==> config.mk <==
export PLATFORM = sky130hd
export DESIGN_NAME = fetch_ctrl
export DESIGN_NICKNAME = d
export VERILOG_FILES = /design/src/rtl/fetch_ctrl.sv
export SDC_FILE = /design/constraint.sdc
export NUM_CORES = 1
export LEC_CHECK = 0
export CORE_UTILIZATION = 30
export DETAILED_ROUTE_END_ITERATION = 10
export GPL_ROUTABILITY_DRIVEN = 1
export PLACE_DENSITY = 0.53
export SYNTH_ARGS = -nofsm -noshare
export SYNTH_HDL_FRONTEND = slang
export SYNTH_SLANG_ARGS = --single-unit
==> constraint.sdc <==
create_clock -name clk -period 5.2 [get_ports clk]
set_clock_uncertainty 0.15 [all_clocks]
set_input_delay 1.04 -clock clk [delete_from_list [all_inputs] [get_ports clk]]
set_output_delay 1.04 -clock clk [all_outputs]
set_load 0.01 [all_outputs]
==> src/rtl/fetch_ctrl.sv <==
// Instruction fetch controller: a single-entry fetch/issue loop with branch/jump
// redirect, a deferred redirect for in-flight fetches, and an interrupt vector.
module fetch_ctrl #(
   parameter logic [15:0] RESET_PC = 16'h0000,
   parameter logic [15:0] IRQ_VEC  = 16'h0004
) (
   input  logic        clk,
   input  logic        rst,
   input  logic        stall,
   input  logic        br_taken,
   input  logic [15:0] br_target,
   input  logic        jmp_valid,
   input  logic [15:0] jmp_target,
   input  logic        irq,
   input  logic        irq_en,
   output logic        imem_req,
   output logic [15:0] imem_addr,
   input  logic        imem_ack,
   input  logic [15:0] imem_rdata,
   output logic        instr_valid,
   output logic [15:0] instr,
   output logic [15:0] instr_pc,
   output logic [15:0] epc,
   output logic        irq_ack
);

   typedef enum logic {FETCH = 1'b0, ISSUE = 1'b1} state_t;

   state_t      state;
   logic [15:0] pc;
   logic        redir_pend;
   logic [15:0] redir_pc;

   logic        redirect;
   logic [15:0] target;
   logic        irq_take;

   // Jump wins when both redirect sources fire in the same cycle.
   assign redirect = jmp_valid | br_taken;
   assign target   = jmp_valid ? jmp_target : br_target;
   assign irq_take = (state == ISSUE) & irq & irq_en & ~redirect & ~stall;

   assign imem_req    = ~rst & (state == FETCH);
   assign imem_addr   = pc;
   assign instr_valid = ~rst & (state == ISSUE) & ~redirect & ~irq_take;
   assign irq_ack     = ~rst & irq_take;

   always_ff @(posedge clk) begin
      if (rst) begin
         state      <= FETCH;
         pc         <= RESET_PC;
         redir_pend <= 1'b0;
         redir_pc   <= 16'h0000;
         instr      <= 16'h0000;
         instr_pc   <= 16'h0000;
         epc        <= 16'h0000;
      end else begin
         case (state)
            FETCH: begin
               if (imem_ack) begin
                  // Data returned for a stale address is dropped and the
                  // fetch restarts at the newest redirect target.
                  if (redirect) begin
                     pc         <= target;
                     redir_pend <= 1'b0;
                  end else if (redir_pend) begin
                     pc         <= redir_pc;
                     redir_pend <= 1'b0;
                  end else begin
                     instr    <= imem_rdata;
                     instr_pc <= pc;
                     state    <= ISSUE;
                  end
               end else if (redirect) begin
                  // Address must stay stable until ack; remember the target.
                  redir_pc   <= target;
                  redir_pend <= 1'b1;
               end
            end
            ISSUE: begin
               if (redirect) begin
                  pc    <= target;
                  state <= FETCH;
               end else if (irq_take) begin
                  epc   <= instr_pc;
                  pc    <= IRQ_VEC;
                  state <= FETCH;
               end else if (!stall) begin
                  pc    <= instr_pc + 16'h0001;
                  state <= FETCH;
               end
            end
            default: state <= FETCH;
         endcase
      end
   end

endmodule

=== After elaboration in Yosys (flattened, before gate mapping) ===
Cells that the tools add are included.

* Bitwise logic cells: 17
* $add $sub $neg: 1
* Mux-type cells: 17
* Reductions and logical operators: 6
* Equal/unequal tests: 3

{| class="wikitable"
|+ Operators by type and width
! cell !! number
|-
| $mux W16 || 7
|-
| $pmux W16 S2 || 1
|-
| $add A16 B1 Y16 const B || 1
|-
| $and A1 B1 Y1 || 9
|-
| $reduce_and A3 Y1 || 3
|-
| $mux W1 || 8
|-
| $not A1 Y1 || 7
|-
| $ne A4 B2 Y1 const B || 1
|-
| $reduce_and A4 Y1 || 1
|-
| $ne A3 B3 Y1 const B || 1
|-
| $ne A2 B2 Y1 const B || 1
|-
| $pmux W1 S2 || 1
|-
| $reduce_and A2 Y1 || 1
|-
| $reduce_bool A2 Y1 || 1
|-
| $or A1 B1 Y1 || 1
|}

* Word-level logic and storage cells: 51
* Output and inout port bits: 67
* Bits in registers: 82
* Bits of input ports: 56

=== Longest topological paths before layout ===
* Depth in word-level cells: 7
* Depth in mapped cells: 7
* Mapped depth without buffers: 5

=== Least setup slack after synthesis ===
Ideal clock, no wire load.

* Kind: input -> output
* From: input jmp_valid
* To: output irq_ack
* Path slack: 1.924 ns
* Cell stages on the path: 5
* Data required time: 4.010 ns
* Arrival: 2.086 ns
* Path buffers: 2
* Cells stage by stage: buf_2 -> nor2_1 -> nand3_1 -> clkbuf_1 -> nor2_1

* Cells in the longest elaborated chain, start to end: 5

{| class="wikitable"
|+ Ends and longest elaborated chain
! item !! line !! RTL
|-
| start, declared || 12 || <nowiki>input logic jmp_valid,</nowiki>
|-
| $or A1 B1 Y1 || 39 || <nowiki>assign redirect = jmp_valid | br_taken;</nowiki>
|-
| $not A1 Y1 (no line) || - ||
|-
| $and A1 B1 Y1 (2 in series) || 41 || <nowiki>assign irq_take = (state == ISSUE) & irq & irq_en & ~redirect & ~stall;</nowiki>
|-
| $and A1 B1 Y1 || 46 || <nowiki>assign irq_ack = ~rst & irq_take;</nowiki>
|-
| end, declared || 24 || <nowiki>output logic irq_ack</nowiki>
|}

No other way between the ends.

=== Worst setup path in the final report ===
* From: input br_taken
* To: output instr_valid

* Cells in the longest elaborated chain, start to end: 6

{| class="wikitable"
|+ Ends and longest elaborated chain
! item !! line !! RTL
|-
| start, declared || 10 || <nowiki>input logic br_taken,</nowiki>
|-
| $or A1 B1 Y1 * || 39 ||
|-
| $not A1 Y1 (no line) * || - ||
|-
| $and A1 B1 Y1 (2 in series) || 41 ||
|-
| $not A1 Y1 || 45 || <nowiki>assign instr_valid = ~rst & (state == ISSUE) & ~redirect & ~irq_take;</nowiki>
|-
| $and A1 B1 Y1 * || 45 ||
|-
| end, declared || 20 || <nowiki>output logic instr_valid,</nowiki>
|}

Every way passes the cells marked *; elsewhere a longest branch is shown, timed or not.

==> results.json <==
{
  "die_x_um": 116,
  "yosysSeqAreaShare_pct": 42.2,
  "synth.area.top_cells": "dfxtp_1 (42%), nand2_1 (11%), a21oi_1 (9.8%), mux2i_1 (4.4%), a211oi_1 (3.1%)",
  "overflow": 0,
  "r2r_slack_ns": 2.72,
  "whs_ns": 0.304,
  "drv_slew": 0,
  "synth_top_area_share_pct": 42.2,
  "grtUsageMet2_pct": 27.8,
  "min_period_over_period_pct": 75.5,
  "areaGrowthSynthToFinish_pct": 43.1,
  "grt_pass1_wl_um": 18700,
  "clkSinkCount": 82,
  "numCtsBuffers": 9,
  "clk_latency_ns": 0.34,
  "antenna_left": 0,
  "initial_utilization_pct": 30.9,
  "maxCapViolations": 0,
  "wl_per_cell_um": 15.4,
  "die-height_um": 116,
  "grt_pass1_vias": 3517,
  "synth_seq_cells": 82,
  "cp.required_ns": 4.01,
  "worstReg2RegStart": "state",
  "outcome": "complete, no violations",
  "pin_count": 123,
  "cts_max_level": 3,
  "grt_max_degree": 49,
  "rsz0062_at_grt": "no",
  "drc": 0,
  "synth_ff_type": "dfxtp_1",
  "cp-end-kind": "primary output",
  "hold_class": "reg -> reg",
  "fin_setup_tns_ns": 0,
  "fill_cells": 1291,
  "path_clk_slew_ns": 0.06,
  "vias": 3797,
  "hold_buffers": 0,
  "use_met3_pct": 4.08,
  "crit_path_start": "br_taken",
  "place_congestion": 0.767,
  "firstDrtPassIters": 4,
  "synth_common_cells": "nand2_1 (115), dfxtp_1 (82), a21oi_1 (76)",
  "critPathMaxFanout": 13,
  "row_count": 41,
  "arrival_ns": 2.73,
  "synth_top_area_cell": "dfxtp_1",
  "worstHoldStart": "epc[5]",
  "drive_gt1_share_pct": 8.82,
  "final_core_util_pct": 44.2,
  "synth_nets": 553,
  "antenna_found_initial": 0,
  "synth_warnings": 0,
  "vias_per_cell": 4.91,
  "hpwl_um": 8370,
  "ys_async_sr_fraction_pct": 0,
  "synthCells": 496,
  "fmaxAchievable_ghz": 0.255,
  "drt-total-wl_um": 11900,
  "core-area_um2": 12600,
  "die-area_um2": 13400,
  "synth_area_um2": 3890,
  "cts_max_path_buffers": 2,
  "fin_nets": 653,
  "tightest_slew_ns": 1.11,
  "drt-initial-drc-count": 209,
  "cts_setup_buffers": 0,
  "yosysMostFrequentCell": "nand2_1",
  "p_leak_nw": 1.86,
  "n_antenna_cell": 0,
  "placed_cells": 757,
  "synth_edf_count": 0,
  "fin_cells": 773,
  "finalCriticalPeriod_ns": 3.92,
  "port_buffers": 122,
  "cts-root-buf": "clkbuf_16",
  "ir_drop_uv": 177,
  "critPathLaunchType": "primary input",
  "finalPower_w": 0.00163,
  "post_cts_resized": 0,
  "critPathKind": "in -> out",
  "synthDistinctLibCells": 43,
  "top_usage_layer": "met2",
  "hold_viol": 0,
  "slew_headroom_pct": 25.7,
  "power_density_nw_per_um2": 292,
  "use_met1_pct": 25.6,
  "synth.avg_cell_area_um2": 7.85,
  "cts_tree": "built",
  "setup_viol": 0,
  "groute.usage.overall_pct": 18.2
}
==> per-stage QoR <==
stage	cell area, um^2	setup WS [ns]
3_3_place_gp	5230	1.28
5_1_grt	5570	1.23
4_1_cts	5570	1.26
6_report	5570	1.28
3_5_place_dp	5230	1.26
2_1_floorplan	3890	1.92
==> worst max-delay path, stage by stage <==
cell and delay (ns):
clkdlybuf4s50_1 0.44, or3b_4 0.48, nor3_1 0.19, clkdlybuf4s50_1 0.57
==> where the power goes <==
group / total (W) / internal, W / switching (W)
registers: 0.000678 / 0.000656 / 0.0000216
logic: 0.000216 / 0.000111 / 0.000105
clock network: 0.000735 / 0.000468 / 0.000267
total: 0.00163 / 0.00124 / 0.000393
==> state kept, by name (all words and copies together) (netlist names) <==
name / flops
redir_pend: 1
instr: 16
epc: 16
imem_addr: 16
state: 1
redir_pc: 16
instr_pc: 16
==> cell usage in the layout, fill, tap and decap left out, types with 7 or more instances in the layout <==
master             n
clkdlybuf4s50_1  120
nand2_1          115
dfxtp_1           82
a21oi_1           76
nor2_1            31
mux2i_1           17
a211oi_1          16
or3b_2            13
nor3_1            12
buf_4             12
nand3_1            9
clkbuf_16          9
a311oi_1           8
nand2b_1           7
==> cells by family after synthesis <==
group	Yosys count	synth area share, %
multiplexers	17	4.37
AO/OA/AOI/OAI	130	20.6
adder cells (fa/ha/maj)	1	0.321
XOR/XNOR	3	0.675
AND/OR/NAND/NOR	214	26.3
flip-flops	82	42.2
buffers and inverters	49	5.59
==> cell type report <==
type | count | area, um^2 | share of cell area, %
clock buffers | 9 | 225 | 4.04
clock inverters | 7 | 118 | 2.11
inverters | 4 | 15.0 | 0.269
multi-input cells | 365 | 2060 | 36.9
flip-flops and latches | 82 | 1640 | 29.5
well taps | 172 | 215 | 3.86
repair buffers | 134 | 1300 | 23.4
==> path summary, 6_finish.rpt <==
check | endpoint | depth (start not counted)
worst max-delay path | instr_valid | 4
worst min-delay path | epc[5] | 2
worst max register to register | epc[14] | 5
worst min register to register | epc[5] | 2
==> metal layers <==
layer  share of wire [%]  up-vias
met5                   0        -
met4                 1.1        0
met3                 4.5       12
met2                  44       95
met1                  50     1753
li1                    -     1937
No activity file was read; power rests on OpenSTA's default activity.
